==> config.mk <==
export PLATFORM = sky130hd
export DESIGN_NAME = alu_pipe
export DESIGN_NICKNAME = d
export VERILOG_FILES = /design/src/rtl/alu_pipe.sv
export SDC_FILE = /design/constraint.sdc
export NUM_CORES = 1
export LEC_CHECK = 0
export ABC_CLOCK_PERIOD_IN_PS = 3600
export CELL_PAD_IN_SITES_DETAIL_PLACEMENT = 1
export CELL_PAD_IN_SITES_GLOBAL_PLACEMENT = 1
export CORE_UTILIZATION = 43
export DETAILED_ROUTE_END_ITERATION = 12
export PLACE_DENSITY_LB_ADDON = 0.1
export SLEW_MARGIN = 20
export SYNTH_ARGS = -nofsm -noshare
export SYNTH_HDL_FRONTEND = slang
export SYNTH_SLANG_ARGS = --single-unit
==> constraint.sdc <==
create_clock -name i_clk -period 3.6 [get_ports i_clk]
set_input_delay 0.36 -clock i_clk [delete_from_list [all_inputs] [get_ports i_clk]]
set_output_delay 0.36 -clock i_clk [all_outputs]
set_load 0.005 [all_outputs]
==> src/rtl/alu_pipe.sv <==
// alu_pipe: two-stage pipelined ALU with valid/ready handshakes on both sides.
//
// Ports:
//   i_clk, i_reset      clock (rising edge), asynchronous active-high reset
//   in_valid/in_ready   operand handshake (operando_A, operando_B, cod_operacion)
//   out_valid/out_ready result handshake (ALU_Result and flags)
//   ALU_Result          signed result
//   flag_zero/neg       result == 0 / result MSB
//   flag_carry          ADD carry out, SUB borrow (A < B unsigned), else 0
//   flag_ovf            signed overflow for ADD/SUB, else 0
//   err_op              result came from an unrecognised opcode
//   op_count            results consumed, wraps at 2^CNT_BITS
module alu_pipe #(
  parameter int NBITS    = 8,
  parameter int COD_OP   = 6,
  parameter int CNT_BITS = 16
) (
  input  logic                       i_clk,
  input  logic                       i_reset,
  input  logic                       in_valid,
  output logic                       in_ready,
  input  logic signed [NBITS-1:0]    operando_A,
  input  logic signed [NBITS-1:0]    operando_B,
  input  logic        [COD_OP-1:0]   cod_operacion,
  output logic                       out_valid,
  input  logic                       out_ready,
  output logic signed [NBITS-1:0]    ALU_Result,
  output logic                       flag_zero,
  output logic                       flag_neg,
  output logic                       flag_carry,
  output logic                       flag_ovf,
  output logic                       err_op,
  output logic        [CNT_BITS-1:0] op_count
);

  localparam logic [COD_OP-1:0] OP_ADD  = COD_OP'(6'b100000);
  localparam logic [COD_OP-1:0] OP_SUB  = COD_OP'(6'b100010);
  localparam logic [COD_OP-1:0] OP_AND  = COD_OP'(6'b100100);
  localparam logic [COD_OP-1:0] OP_OR   = COD_OP'(6'b100101);
  localparam logic [COD_OP-1:0] OP_XOR  = COD_OP'(6'b100110);
  localparam logic [COD_OP-1:0] OP_NOR  = COD_OP'(6'b100111);
  localparam logic [COD_OP-1:0] OP_SRA  = COD_OP'(6'b000011);
  localparam logic [COD_OP-1:0] OP_SRL  = COD_OP'(6'b000010);
  localparam logic [COD_OP-1:0] OP_SLL  = COD_OP'(6'b000000);
  localparam logic [COD_OP-1:0] OP_SLT  = COD_OP'(6'b101010);
  localparam logic [COD_OP-1:0] OP_SLTU = COD_OP'(6'b101011);

  // Shift amounts at or above this saturate (NBITS always fits in NBITS bits for NBITS >= 4).
  localparam logic [NBITS-1:0] SH_LIM = NBITS'(NBITS);

  typedef struct packed {
    logic signed [NBITS-1:0] res;
    logic                    zero;
    logic                    neg;
    logic                    carry;
    logic                    ovf;
    logic                    err;
  } alu_res_t;

  // Full ALU evaluation: result plus all status flags.
  function automatic alu_res_t alu_eval(input logic signed [NBITS-1:0] a,
                                        input logic signed [NBITS-1:0] b,
                                        input logic        [COD_OP-1:0] op);
    alu_res_t         r;
    logic [NBITS:0]   wide;
    logic [NBITS-1:0] b_u;
    logic             big_shift;
    r         = '0;
    wide      = '0;
    b_u       = $unsigned(b);
    big_shift = (b_u >= SH_LIM);
    case (op)
      OP_ADD: begin
        wide    = {1'b0, a} + {1'b0, b};
        r.res   = wide[NBITS-1:0];
        r.carry = wide[NBITS];
        r.ovf   = (a[NBITS-1] == b[NBITS-1]) && (wide[NBITS-1] != a[NBITS-1]);
      end
      OP_SUB: begin
        // The extra top bit of the unsigned difference is the borrow.
        wide    = {1'b0, a} - {1'b0, b};
        r.res   = wide[NBITS-1:0];
        r.carry = wide[NBITS];
        r.ovf   = (a[NBITS-1] != b[NBITS-1]) && (wide[NBITS-1] != a[NBITS-1]);
      end
      OP_AND: r.res = a & b;
      OP_OR:  r.res = a | b;
      OP_XOR: r.res = a ^ b;
      OP_NOR: r.res = ~(a | b);
      OP_SLL: begin
        if (big_shift) r.res = '0;
        else           r.res = a << b_u;
      end
      OP_SRL: begin
        if (big_shift) r.res = '0;
        else           r.res = $unsigned(a) >> b_u;
      end
      OP_SRA: begin
        // Kept as if/else: a ?: mixing with an unsigned replication would
        // turn the arithmetic shift into a logical one.
        if (big_shift) r.res = {NBITS{a[NBITS-1]}};
        else           r.res = a >>> b_u;
      end
      OP_SLT: begin
        r.res    = '0;
        r.res[0] = (a < b);
      end
      OP_SLTU: begin
        r.res    = '0;
        r.res[0] = ($unsigned(a) < $unsigned(b));
      end
      default: begin
        r.res = '1;
        r.err = 1'b1;
      end
    endcase
    r.zero = (r.res == '0);
    r.neg  = r.res[NBITS-1];
    return r;
  endfunction

  logic                    vld_p1;
  logic                    vld_p2;
  logic signed [NBITS-1:0] a_p1;
  logic signed [NBITS-1:0] b_p1;
  logic        [COD_OP-1:0] op_p1;
  alu_res_t                res_p2;
  logic                    accept;
  logic                    load_p2;
  logic                    drain;

  // in_ready depends only on pipeline state and out_ready, never on in_valid.
  assign in_ready = !vld_p1 || !vld_p2 || out_ready;
  assign accept   = in_valid && in_ready;
  assign load_p2  = vld_p1 && (!vld_p2 || out_ready);
  assign drain    = vld_p2 && out_ready;

  // Stage 1: operand capture (data needs no reset, vld_p1 qualifies it)
  always_ff @(posedge i_clk) begin
    if (accept) begin
      a_p1  <= operando_A;
      b_p1  <= operando_B;
      op_p1 <= cod_operacion;
    end
  end

  // Stage 1/2 control, stage 2 result and counter
  always_ff @(posedge i_clk or posedge i_reset) begin
    if (i_reset) begin
      vld_p1   <= 1'b0;
      vld_p2   <= 1'b0;
      res_p2   <= '0;
      op_count <= '0;
    end else begin
      if (accept)       vld_p1 <= 1'b1;
      else if (load_p2) vld_p1 <= 1'b0;

      if (load_p2) begin
        res_p2 <= alu_eval(a_p1, b_p1, op_p1);
        vld_p2 <= 1'b1;
      end else if (drain) begin
        vld_p2 <= 1'b0;
      end

      if (drain) op_count <= op_count + CNT_BITS'(1);
    end
  end

  assign out_valid  = vld_p2;
  assign ALU_Result = res_p2.res;
  assign flag_zero  = res_p2.zero;
  assign flag_neg   = res_p2.neg;
  assign flag_carry = res_p2.carry;
  assign flag_ovf   = res_p2.ovf;
  assign err_op     = res_p2.err;

endmodule

==> out/qor.yml <==
run_status:
  status: "finished clean"
cts:
  cts_buffer_depth: 2
  path_clk_slew_ns: 0.11
  clkLatencyLatePin_ns: 0.32
  cts_root_buf: "clkbuf_8"
  hold_buffers: 0
  cts_tree: "yes"
  cts-buffers-inserted: 5
  cts.repair.resized: 0
  post_cts_buffers: 0
  cts_sinks: 52
  htree_levels: 2
route:
  ant_nets: 0
  dr.pass1.iters: 4
  wirelength_um: 13100
  detail_route.vias_per_cell: 6.17
  drtIter0Drc: 285
  drc: 0
  num_vias: 3782
  wl_per_cell_um: 21.5
final_layout:
  drive_gt1_share_pct: 11.2
  nFillCells: 1064
  finalInstanceArea_mm2: 0.00499
  final_core_util_pct: 53.5
  layout.cells.non_filler: 613
  mostFrequentLayoutCells: "clkdlybuf4s50_1, nand2_1, dfrtp_1"
  final_nets: 536
  final_common_cell: "clkdlybuf4s50_1"
  syn_to_final_growth_pct: 19.7
  antenna_cells: 0
global_route:
  grt_max_degree: 31
  antenna_found_initial: 0
  grt_pass1_wl_um: 20900
  overflow: 0
  grtUsageTotal_pct: 27.5
  grt_pass1_vias: 3769
placed_design:
  portBuffers: 56
  placed_area_mm2: 0.00489
  routabilityCongestion: 1.02
  dp_hpwl_um: 10100
  placed_cells: 605
flow_run:
  cap_violations: 0
hold_path:
  hp-class: "input pin to asynchronous set/reset pin"
die:
  die_x_um: 100
  die-area_mm2: 0.0101
  row_count: 35
  start_util_pct: 44.7
  core_region_area_mm2: 0.00933
  chipHeight_um: 100
  top_level_ports: 57
pwr:
  vdd_drop_max_mv: 0.154
  p_leak_nw: 1.92
  total_power_mw: 1.70
  power-per-cell-area_mw_per_mm2: 340
worst_setup_path:
  critPathMaxFanout: 8
  setup.worst_path.class: "register to register"
  startpoint_type: "register"
  r2r_slack_ns: 0.69
  critPathRequiredTime_ns: 3.84
  cp.arrival_ns: 3.15
  critPathCaptureType: "register"
sta:
  relSlewSlack_pct: 33.0
  final_max_slew_viol_count: 0
  fin_crit_ns: 2.91
  grt_setup_unrepaired: "false"
  fin_crit_sh_pct: 80.8
  final.setup_skew_ns: 0.0135
  tightest_slew_ns: 1.01
  setup_viol: 0
  setup_tns_ns: 0
  max_freq_mhz: 344
  finalHoldViolCount: 0
synth:
  synth_ff_type: "dfrtp_1"
  synth-seq-cells: 52
  synth.area.top_cells: "dfrtp_1, edfxtp_1, ha_1"
  synth-edff-count: 22
  synth_area_mm2: 0.00417
  yosysTopAreaCellShare_pct: 18.0
  synth_cell_type_count: 65
  ys_warn_count: 0
  syn_inst: 427
  yosysTopAreaCell: "dfrtp_1"
  postSynthAreaPerCell_um2: 9.75
  seq_area_frac_synth_pct: 33.9
  async_flop_share_pct: 57.7
  syn_nets: 480
## routing by layer
metal	up-vias	global-route usage (%)	share of wire [%]
met5	-	0	0
met4	0	7.80	2.1
met3	20	3.55	6.3
met2	182	44.2	48
met1	1862	39.0	44
li1	1718	-	-
## layout make-up
cell class	instances	area [um^2]	share of cell area [%]
Multi-Input combinational cell	326	2540	50.9
Timing Repair Buffer	72	681	13.6
Clock buffer	5	68.8	1.38
Inverter	26	97.6	1.96
Sequential cell	52	1410	28.3
Clock inverter	3	27.5	0.552
Tap cell	129	161	3.24
## synthesized netlist by cell type (11+ instances only)
master,instances
a21oi_1,19
and3_1,11
buf_2,11
dfrtp_1,30
edfxtp_1,22
ha_1,25
inv_1,25
mux2i_1,11
nand2_1,36
nand3_1,13
nor2_1,22
nor3_1,11
o211ai_1,12
o21ai_0,13
xnor2_1,16
## sequential cells by signal (all words and copies together), names as in the netlist
name	flops
ALU_Result	8
a_p1	8
b_p1	8
err_op	1
flag_carry	1
flag_ovf	1
flag_zero	1
op_count	16
op_p1	6
out_valid	1
vld_p1	1
## worst paths after layout
check | start | endpoint | cells past startpoint
worst max-delay path | a_p1[0] | flag_zero | 10
worst min-delay path | i_reset | ALU_Result[5] | 2
worst max register to register | a_p1[0] | flag_zero | 10
worst min register to register | op_count[15] | op_count[15] | 1
max in group asynchronous | i_reset | op_count[12] | 2
min in group i_clk | op_count[15] | op_count[15] | 1
## critical path, cell delays in order (launching register included)
cell and delay (ns):
edfxtp_1 0.51, inv_1 0.10, ha_1 0.25, fa_1 0.41, o21bai_1 0.19, a21oi_1 0.16
a221o_1 0.32, a22o_1 0.23, nor4_2 0.28, nand4_1 0.13, o31ai_1 0.26
## stage by stage
step | hold slack (ns) | worst slack [ns]
after floorplan | 0.451 | 0.958
after global placement | 0.464 | 0.812
after detailed placement | 0.467 | 0.703
after CTS | 0.460 | 0.693
after global routing | 0.494 | 0.510
final | 0.428 | 0.689
## logic make-up after synthesis
logic type	synth area share (%)
DFF	33.9
buffers and inverters	5.29
and+or+nand+nor	20.5
AOI/OAI and AO/OA	18.6
adders and majority gates	8.47
xor gates and xnor gates	4.21
muxes	9.04
## power by group
group | leakage (nW) | switching (mW) | total (mW) | internal, mW
combinational | 1.29 | 0.277 | 0.559 | 0.281
sequential | 0.582 | 0.0814 | 0.772 | 0.691
clock | 0.0463 | 0.222 | 0.365 | 0.143
No activity file was read; power rests on OpenSTA's default activity.
